<file path="src/rtl/trig_crossbar_ctl_pkg.sv">
// Shared types and register-map constants for the trigger crossbar.
package trig_crossbar_ctl_pkg;

    typedef enum logic [1:0] {
        ModeLevel   = 2'd0,
        ModeEdge    = 2'd1,
        ModeStretch = 2'd2,
        ModeRsvd    = 2'd3
    } trig_mode_t;

    typedef struct packed {
        logic       enable;
        logic       invert;
        trig_mode_t mode;
        logic [7:0] sel;
    } trigcfg_t;

    localparam int unsigned REG_CFG      = 32'h0;
    localparam int unsigned REG_WIDTH    = 32'h4;
    localparam int unsigned REG_CNT_BASE = 32'h800;
    localparam int unsigned OUT_STRIDE   = 32'h10;

    // CFG word layout: [31] enable, [10] invert, [9:8] mode, [7:0] sel; all else reads 0.
    function automatic logic [31:0] cfg_to_word(input trigcfg_t c);
        return {c.enable, 20'd0, c.invert, c.mode, c.sel};
    endfunction

    function automatic trigcfg_t word_to_cfg(input logic [31:0] w);
        trigcfg_t c;
        c.enable = w[31];
        c.invert = w[10];
        c.mode   = trig_mode_t'(w[9:8]);
        c.sel    = w[7:0];
        return c;
    endfunction

endpackage

</file>
<file path="src/rtl/trig_crossbar_ctl_if.sv">
// APB slave bus for the trigger crossbar control registers.
interface trig_crossbar_ctl_if #(
    parameter int unsigned ADDR_WIDTH = 12
);
    logic                  psel;
    logic                  penable;
    logic                  pwrite;
    logic [ADDR_WIDTH-1:0] paddr;
    logic [31:0]           pwdata;
    logic [31:0]           prdata;
    logic                  pready;
    logic                  pslverr;

    modport master (
        output psel, penable, pwrite, paddr, pwdata,
        input  prdata, pready, pslverr
    );

    modport slave (
        input  psel, penable, pwrite, paddr, pwdata,
        output prdata, pready, pslverr
    );
endinterface

</file>
<file path="src/rtl/trig_output_channel.sv">
// One crossbar output: source mux, level/edge/stretch shaping and output register.
module trig_output_channel
    import trig_crossbar_ctl_pkg::*;
#(
    parameter int unsigned NUM_IN     = 12,
    parameter int unsigned WIDTH_BITS = 16
) (
    input  logic                  clk,
    input  logic                  rst,
    input  logic [NUM_IN-1:0]     sync,
    input  logic [NUM_IN-1:0]     rise,
    input  trigcfg_t              cfg,
    input  logic [WIDTH_BITS-1:0] width,
    input  logic                  cfg_wr,
    output logic                  trig_out
);

    logic [255:0]          sync_ext;
    logic [255:0]          rise_ext;
    logic                  sync_sel;
    logic                  rise_sel;
    logic                  core;
    logic [WIDTH_BITS-1:0] cnt_q;
    logic [WIDTH_BITS-1:0] cnt_d;
    logic                  out_q;

    // Zero-extend so an 8-bit select never indexes past the vector.
    assign sync_ext = 256'(sync);
    assign rise_ext = 256'(rise);
    assign sync_sel = sync_ext[cfg.sel];
    assign rise_sel = rise_ext[cfg.sel];

    // Stretch counter holds the cycles still to drive after the current one,
    // so the edge cycle itself counts toward the programmed width.
    always_comb begin
        cnt_d = cnt_q;
        if (cfg_wr) begin
            cnt_d = '0;
        end else if (rise_sel && cfg.mode == ModeStretch) begin
            cnt_d = (width == '0) ? '0 : width - WIDTH_BITS'(1);
        end else if (cnt_q != '0) begin
            cnt_d = cnt_q - WIDTH_BITS'(1);
        end
    end

    // Core value per shaping mode.
    always_comb begin
        core = 1'b0;
        unique case (cfg.mode)
            ModeLevel:   core = sync_sel;
            ModeEdge:    core = rise_sel;
            ModeStretch: core = rise_sel | (cnt_q != '0);
            default:     core = 1'b0;
        endcase
    end

    // Counter and registered output.
    always_ff @(posedge clk or posedge rst) begin
        if (rst) begin
            cnt_q <= '0;
            out_q <= 1'b0;
        end else begin
            cnt_q <= cnt_d;
            out_q <= cfg.enable ? (core ^ cfg.invert) : 1'b0;
        end
    end

    assign trig_out = out_q;

endmodule

</file>
<file path="src/rtl/trig_crossbar_ctl.sv">
// Trigger crossbar with APB control: input synchronisers, register file and
// NUM_OUT shaping channels. Define TRIG_COUNTERS_EN to add per-input 32-bit
// rising-edge counters at 0x800 + 4*i (write clears).
module trig_crossbar_ctl
    import trig_crossbar_ctl_pkg::*;
#(
    parameter int unsigned NUM_IN     = 12,
    parameter int unsigned NUM_OUT    = 12,
    parameter int unsigned ADDR_WIDTH = 12,
    parameter int unsigned WIDTH_BITS = 16
) (
    input  logic                clk,
    input  logic                rst,
    trig_crossbar_ctl_if.slave  apb,
    input  logic [NUM_IN-1:0]   trig_in,
    output logic [NUM_OUT-1:0]  trig_out,
    output logic [NUM_IN-1:0]   trig_in_led,
    output logic [NUM_OUT-1:0]  trig_out_led
);

    logic [NUM_IN-1:0]     meta_q;
    logic [NUM_IN-1:0]     sync_q;
    logic [NUM_IN-1:0]     prev_q;
    logic [NUM_IN-1:0]     rise;

    trigcfg_t              cfg_q   [NUM_OUT];
    logic [WIDTH_BITS-1:0] width_q [NUM_OUT];

    logic                  access;
    logic [ADDR_WIDTH-1:0] paddr;
    logic [31:0]           addr;
    logic [31:0]           out_idx;
    logic [31:0]           reg_off;
    logic [31:0]           rd_word;
    logic                  err;
    logic                  wr_ok;
    logic [NUM_OUT-1:0]    hit_cfg;
    logic [NUM_OUT-1:0]    hit_width;
    logic [NUM_OUT-1:0]    cfg_we;
    logic [NUM_OUT-1:0]    width_we;

`ifdef TRIG_COUNTERS_EN
    logic [31:0]           cnt_idx;
    logic [NUM_IN-1:0]     hit_cnt;
    logic [NUM_IN-1:0]     cnt_clr;
    logic [31:0]           cnt_rd [NUM_IN];
`endif

    // Two-flop synchroniser plus previous-value register for edge detect.
    always_ff @(posedge clk or posedge rst) begin
        if (rst) begin
            meta_q <= '0;
            sync_q <= '0;
            prev_q <= '0;
        end else begin
            meta_q <= trig_in;
            sync_q <= meta_q;
            prev_q <= sync_q;
        end
    end

    assign rise        = sync_q & ~prev_q;
    assign trig_in_led = sync_q;

    assign access  = apb.psel & apb.penable;
    assign paddr   = apb.paddr;
    assign addr    = 32'(paddr);
    assign out_idx = addr >> 4;
    assign reg_off = addr & (OUT_STRIDE - 32'd1);

    // Address decode, read mux and error detection for the access phase.
    always_comb begin
        rd_word   = '0;
        err       = 1'b0;
        hit_cfg   = '0;
        hit_width = '0;
`ifdef TRIG_COUNTERS_EN
        hit_cnt   = '0;
        cnt_idx   = (addr - REG_CNT_BASE) >> 2;
`endif
        if (addr[1:0] != 2'b00) begin
            err = 1'b1;
        end else if (addr < REG_CNT_BASE) begin
            if (out_idx >= NUM_OUT || (reg_off != REG_CFG && reg_off != REG_WIDTH)) begin
                err = 1'b1;
            end else begin
                for (int n = 0; n < NUM_OUT; n++) begin
                    if (out_idx == 32'(n)) begin
                        if (reg_off == REG_CFG) begin
                            rd_word    = cfg_to_word(cfg_q[n]);
                            hit_cfg[n] = 1'b1;
                        end else begin
                            rd_word      = 32'(width_q[n]);
                            hit_width[n] = 1'b1;
                        end
                    end
                end
                // Reject CFG writes that would select a missing input or the reserved mode.
                if (apb.pwrite && reg_off == REG_CFG &&
                    (32'(apb.pwdata[7:0]) >= NUM_IN || apb.pwdata[9:8] == 2'b11)) begin
                    err = 1'b1;
                end
            end
        end else begin
`ifdef TRIG_COUNTERS_EN
            if (cnt_idx >= NUM_IN) begin
                err = 1'b1;
            end else begin
                for (int i = 0; i < NUM_IN; i++) begin
                    if (cnt_idx == 32'(i)) begin
                        rd_word    = cnt_rd[i];
                        hit_cnt[i] = 1'b1;
                    end
                end
            end
`else
            err = 1'b1;
`endif
        end
    end

    assign wr_ok    = access & apb.pwrite & ~err;
    assign cfg_we   = hit_cfg & {NUM_OUT{wr_ok}};
    assign width_we = hit_width & {NUM_OUT{wr_ok}};

    assign apb.pready  = access;
    assign apb.pslverr = access & err;
    assign apb.prdata  = (access & ~apb.pwrite & ~err) ? rd_word : 32'd0;

    // Per-output CFG and WIDTH registers.
    always_ff @(posedge clk or posedge rst) begin
        if (rst) begin
            for (int n = 0; n < NUM_OUT; n++) begin
                cfg_q[n]   <= '0;
                width_q[n] <= WIDTH_BITS'(1);
            end
        end else begin
            for (int n = 0; n < NUM_OUT; n++) begin
                if (cfg_we[n]) begin
                    cfg_q[n] <= word_to_cfg(apb.pwdata);
                end
                if (width_we[n]) begin
                    width_q[n] <= apb.pwdata[WIDTH_BITS-1:0];
                end
            end
        end
    end

`ifdef TRIG_COUNTERS_EN
    assign cnt_clr = hit_cnt & {NUM_IN{wr_ok}};

    for (genvar i = 0; i < NUM_IN; i++) begin : g_cnt
        logic [31:0] cnt_q;

        // Rising-edge counter; a clear on the same cycle as an edge wins.
        always_ff @(posedge clk or posedge rst) begin
            if (rst) begin
                cnt_q <= '0;
            end else if (cnt_clr[i]) begin
                cnt_q <= '0;
            end else if (rise[i]) begin
                cnt_q <= cnt_q + 32'd1;
            end
        end

        assign cnt_rd[i] = cnt_q;
    end
`endif

    for (genvar n = 0; n < NUM_OUT; n++) begin : g_out
        trig_output_channel #(
            .NUM_IN     (NUM_IN),
            .WIDTH_BITS (WIDTH_BITS)
        ) u_chan (
            .clk      (clk),
            .rst      (rst),
            .sync     (sync_q),
            .rise     (rise),
            .cfg      (cfg_q[n]),
            .width    (width_q[n]),
            .cfg_wr   (cfg_we[n]),
            .trig_out (trig_out[n])
        );
    end

    assign trig_out_led = trig_out;

endmodule

</file>
<file path="src/flat_wrapper.sv">
// flat-port wrapper written by rule: the top's interface ports become plain ports
module trig_crossbar_ctl_flat import trig_crossbar_ctl_pkg::*;
#(
    parameter int unsigned NUM_IN     = 12,
    parameter int unsigned NUM_OUT    = 12,
    parameter int unsigned ADDR_WIDTH = 12,
    parameter int unsigned WIDTH_BITS = 16
)
  (clk, rst, trig_in, trig_out, trig_in_led, trig_out_led, apb_psel, apb_penable, apb_pwrite, apb_paddr, apb_pwdata, apb_prdata, apb_pready, apb_pslverr);
  trig_crossbar_ctl_if #(.ADDR_WIDTH(ADDR_WIDTH)) apb_i ();
  input  logic clk;
  input  logic rst;
  input  logic [NUM_IN-1:0] trig_in;
  output logic [NUM_OUT-1:0] trig_out;
  output logic [NUM_IN-1:0] trig_in_led;
  output logic [NUM_OUT-1:0] trig_out_led;
  input wire logic [$bits(apb_i.psel)-1:0] apb_psel;
  input wire logic [$bits(apb_i.penable)-1:0] apb_penable;
  input wire logic [$bits(apb_i.pwrite)-1:0] apb_pwrite;
  input wire logic [$bits(apb_i.paddr)-1:0] apb_paddr;
  input wire logic [$bits(apb_i.pwdata)-1:0] apb_pwdata;
  output wire logic [$bits(apb_i.prdata)-1:0] apb_prdata;
  output wire logic [$bits(apb_i.pready)-1:0] apb_pready;
  output wire logic [$bits(apb_i.pslverr)-1:0] apb_pslverr;
  assign apb_i.psel = apb_psel;
  assign apb_i.penable = apb_penable;
  assign apb_i.pwrite = apb_pwrite;
  assign apb_i.paddr = apb_paddr;
  assign apb_i.pwdata = apb_pwdata;
  assign apb_prdata = apb_i.prdata;
  assign apb_pready = apb_i.pready;
  assign apb_pslverr = apb_i.pslverr;
  trig_crossbar_ctl #(.NUM_IN(NUM_IN), .NUM_OUT(NUM_OUT), .ADDR_WIDTH(ADDR_WIDTH), .WIDTH_BITS(WIDTH_BITS)) u_core (.clk(clk), .rst(rst), .apb(apb_i), .trig_in(trig_in), .trig_out(trig_out), .trig_in_led(trig_in_led), .trig_out_led(trig_out_led));
endmodule
</file>
<file path="config.mk">
export PLATFORM = sky130hd
export DESIGN_NAME = trig_crossbar_ctl_flat
export DESIGN_NICKNAME = d
export VERILOG_FILES = /design/src/rtl/trig_crossbar_ctl_pkg.sv /design/src/rtl/trig_crossbar_ctl_if.sv /design/src/rtl/trig_output_channel.sv /design/src/rtl/trig_crossbar_ctl.sv /design/src/flat_wrapper.sv
export SDC_FILE = /design/constraint.sdc
export NUM_CORES = 2
export LEC_CHECK = 0
export ABC_CLOCK_PERIOD_IN_PS = 26200
export BUFFER_PORTS_ARGS = -buffer_cell sky130_fd_sc_hd__buf_2
export CORE_AREA = 2 2 417 253
export CTS_CLUSTER_DIAMETER = 100
export DETAILED_ROUTE_END_ITERATION = 10
export DIE_AREA = 0 0 419 255
export GPL_TIMING_DRIVEN = 1
export PLACE_DENSITY = 0.54
export RECOVER_POWER = 100
export SYNTH_ARGS = -nofsm -noshare
export SYNTH_HDL_FRONTEND = slang
export SYNTH_SLANG_ARGS = --single-unit
</file>
<file path="constraint.sdc">
create_clock -name clk -period 26.2 [get_ports clk]
set_input_delay 2.62 -clock clk [delete_from_list [all_inputs] [get_ports clk]]
set_output_delay 2.62 -clock clk [all_outputs]
set_load 0.005 [all_outputs]
</file>
==> flow_summary.toml <==
[run_status]
status = "finished, violations left"
violations = "max-capacitance violations, max-slew violations"

[clocking]
cts_max_path_buffers = 3
htree_levels = 2
postCtsHoldBufs = 0
cts_resized = 0
cts_root_buffer = "clkbuf_16"
clk_pin_slew_ns = 0.07
cts_tree = "built"
cts_buffers = 57
clkSinkCount = 576
post_cts.repair.setup_buffers = 0
insertion_delay_ns = 0.66

[synthesis]
syn_area_per_cell_um2 = 9.92
post_synth_inst_count = 3611
yosysUniqueCellTypes = 83
synth_compound_area_share_pct = 9.84
ys_seq_area_share_pct = 40.3
synth_flop_cell = "dfrtp_1"
synthAdderAreaFrac_pct = 1.19
syn_area_mm2 = 0.0358
synthMuxAreaShare_pct = 18.0
synth_xor_area_share_pct = 5.91
synth_async_sr_flop_share_pct = 100
ys_seq_elements = 576
synth-simple-area-share_pct = 20.8
yosys_warnings = 0
synth_edf_count = 0
synth_top_family_by_area = "simple AND/OR/NAND/NOR gates"

[timing]
min_period_ns = 11.15
worst_slack_ns = 15.05
clock.fmax_mhz = 89.7
setup_viol = 0
tightestPinTransition_ns = 4.24
finalCritPeriodShare_pct = 42.6
hold_violations = 0
drv_slew = 963
rsz0062_at_grt = "no"
tns_ns = 0
max_slew_margin_pct = -183
skew_ns = 0.0343

[detailed_routing]
vias = 29059
antenna_left = 0
wire_per_inst_um = 23.4
wirelength_um = 118000
drt-initial-drc-count = 3116
firstDrtPassIters = 5
post_drt_via_cell_ratio = 5.75
drc = 0

[global_route]
grt_pass1_wl_um = 177000
track_usage_pct = 21.8
antenna_found_initial = 7
grt_overflow_total = 0
grt_max_degree = 92
grt_pass1_vias = 26866

[layout]
mostFrequentLayoutCells = "dfrtp_1 (564), mux2_2 (306), nand2_1 (255), nor2_1 (239), a21oi_1 (233)"
area_growth_pct = 10.3
layout.area.seq_mm2 = 0.0144
drive_gt1_share_pct = 18.2
multiInputGateArea_mm2 = 0.0201
postLayoutCellArea_mm2 = 0.0395
nets = 3687
fillers = 10411
final_common_cell = "dfrtp_1"
finalNonFillerCells = 5055

[die]
row_count = 92
start_util_pct = 34.6
io_pins = 131
dieWidth_um = 419
core-area_mm2 = 0.104
die_h_um = 255
die_area_mm2 = 0.107

[power]
power.density_mw_per_mm2 = 49.4
p_leak_nw = 16.3
ir_drop_uv = 47.4

[critical_path]
end_kind = "primary output"
criticalPathCategory = "primary input to primary output"
worstPathRequired_ns = 23.58
cp_max_fo = 48
r2r_cells = 7
worstSetupStartpointType = "primary input"
critPathArrivalTime_ns = 8.53

[hold_path]
worstHoldPathType = "register to register"
hold_path_depth = 0

[placed_design]
port_buffers = 100
post-place-ws_ns = 17.99
dp_hpwl_um = 83800
placed_cells = 4943
gp_congestion = 0.996
placed_cell_area_mm2 = 0.0376

[job]
maxCapViolCount = 23
cells by family after synthesis:
family | count (synthesis)
mux | 485
flops | 576
compound gates | 558
fa+ha+maj | 34
xor+xnor | 242
other cells | 1
simple gates | 1385
buf+inv | 330
state kept, by name, indices dropped and copies added (netlist names):
signal and count:
u_core.trig_in_led 12, u_core.g_out.u_chan.trig_out 12, u_core.width_q 192, u_core.g_out.u_chan.cnt_q 192
u_core.cfg_q 144, u_core.prev_q 12, u_core.meta_q 12
cell usage after synthesis, drive strengths merged, types with 34 or more instances:
master	count	area share [%]
dfrtp	564	39
nand3b	41	0.86
nor3	119	1.7
mux4	96	6.0
nand2	255	2.7
nor4	77	1.5
buf	86	1.5
o21ai	73	1.0
mux2i	83	2.3
xor2	118	2.9
or3	136	2.4
or4	56	1.2
a21oi	240	3.4
xnor2	124	3.0
nand3	179	2.5
clkbuf	176	1.8
ha	34	1.2
a211oi	48	1.0
nor2	244	2.6
inv	68	0.71
nand2b	56	0.98
nor2b	92	1.6
mux2	306	9.6
through the flow:
| stage | total power [W] | utilization [%] | hold slack [ns] |
|---|---|---|---|
| global route | 0.00201 | 38.1 | 0.356 |
| global placement | 0.00101 | 36.2 | 0.333 |
| floorplan | 0.000965 | - | 0.331 |
| CTS | 0.00197 | 38.3 | 0.350 |
| detailed placement | 0.00101 | 36.2 | 0.335 |
| finish | 0.00195 | 38.1 | 0.348 |
worst max-delay path: stages:
cell	delay, ns
buf_2	0.07
clkbuf_1	2.79
nor2_1	0.93
mux2i_1	0.97
o21ai_0	0.22
a22oi_1	0.40
a311o_1	0.20
a21oi_1	0.13
clkbuf_1	0.15
cell type report:
cell class              instances  share of cell area (%)
inverters                      68                   0.649
multi-input cells            2719                    50.8
well taps                    1410                    4.46
diodes                          4                  0.0253
repair buffers                170                    2.10
clock buffers                  72                    4.03
flip-flops and latches        576                    36.5
clock inverters                36                    1.44
power breakdown:
group	switching, W	internal, W	leakage, nW	total, W
clock	0.000400	0.000563	1.04	0.000963
combinational	0.0000707	0.0000226	8.17	0.0000933
sequential	0.00000349	0.000894	7.11	0.000897
metal layers:
metal	global-route usage [%]	vias to the layer above	wire (um)
li1	-	13143	-
met1	35.0	14614	58200
met2	28.1	1156	45600
met3	6.10	144	12300
met4	4.17	2	2320
met5	0	-	13
final timing paths:
| kind | startpoint | end | slack [ns] |
|---|---|---|---|
| setup / recovery | apb_paddr[4] | apb_prdata[10] | 15.05 |
| hold / removal | u_core.meta_q[1] | u_core.trig_in_led[1] | 0.35 |
| setup reg to reg | u_core.trig_in_led[1] | u_core.g_out[8].u_chan.trig_out | 21.78 |
| hold reg to reg | u_core.meta_q[1] | u_core.trig_in_led[1] | 0.35 |
| max in group asynchronous | rst | u_core.cfg_q[141] | 15.21 |
| min in group asynchronous | rst | u_core.g_out[10].u_chan.cnt_q[10] | 3.23 |
Note: power is estimated with default switching activity, not from simulation.
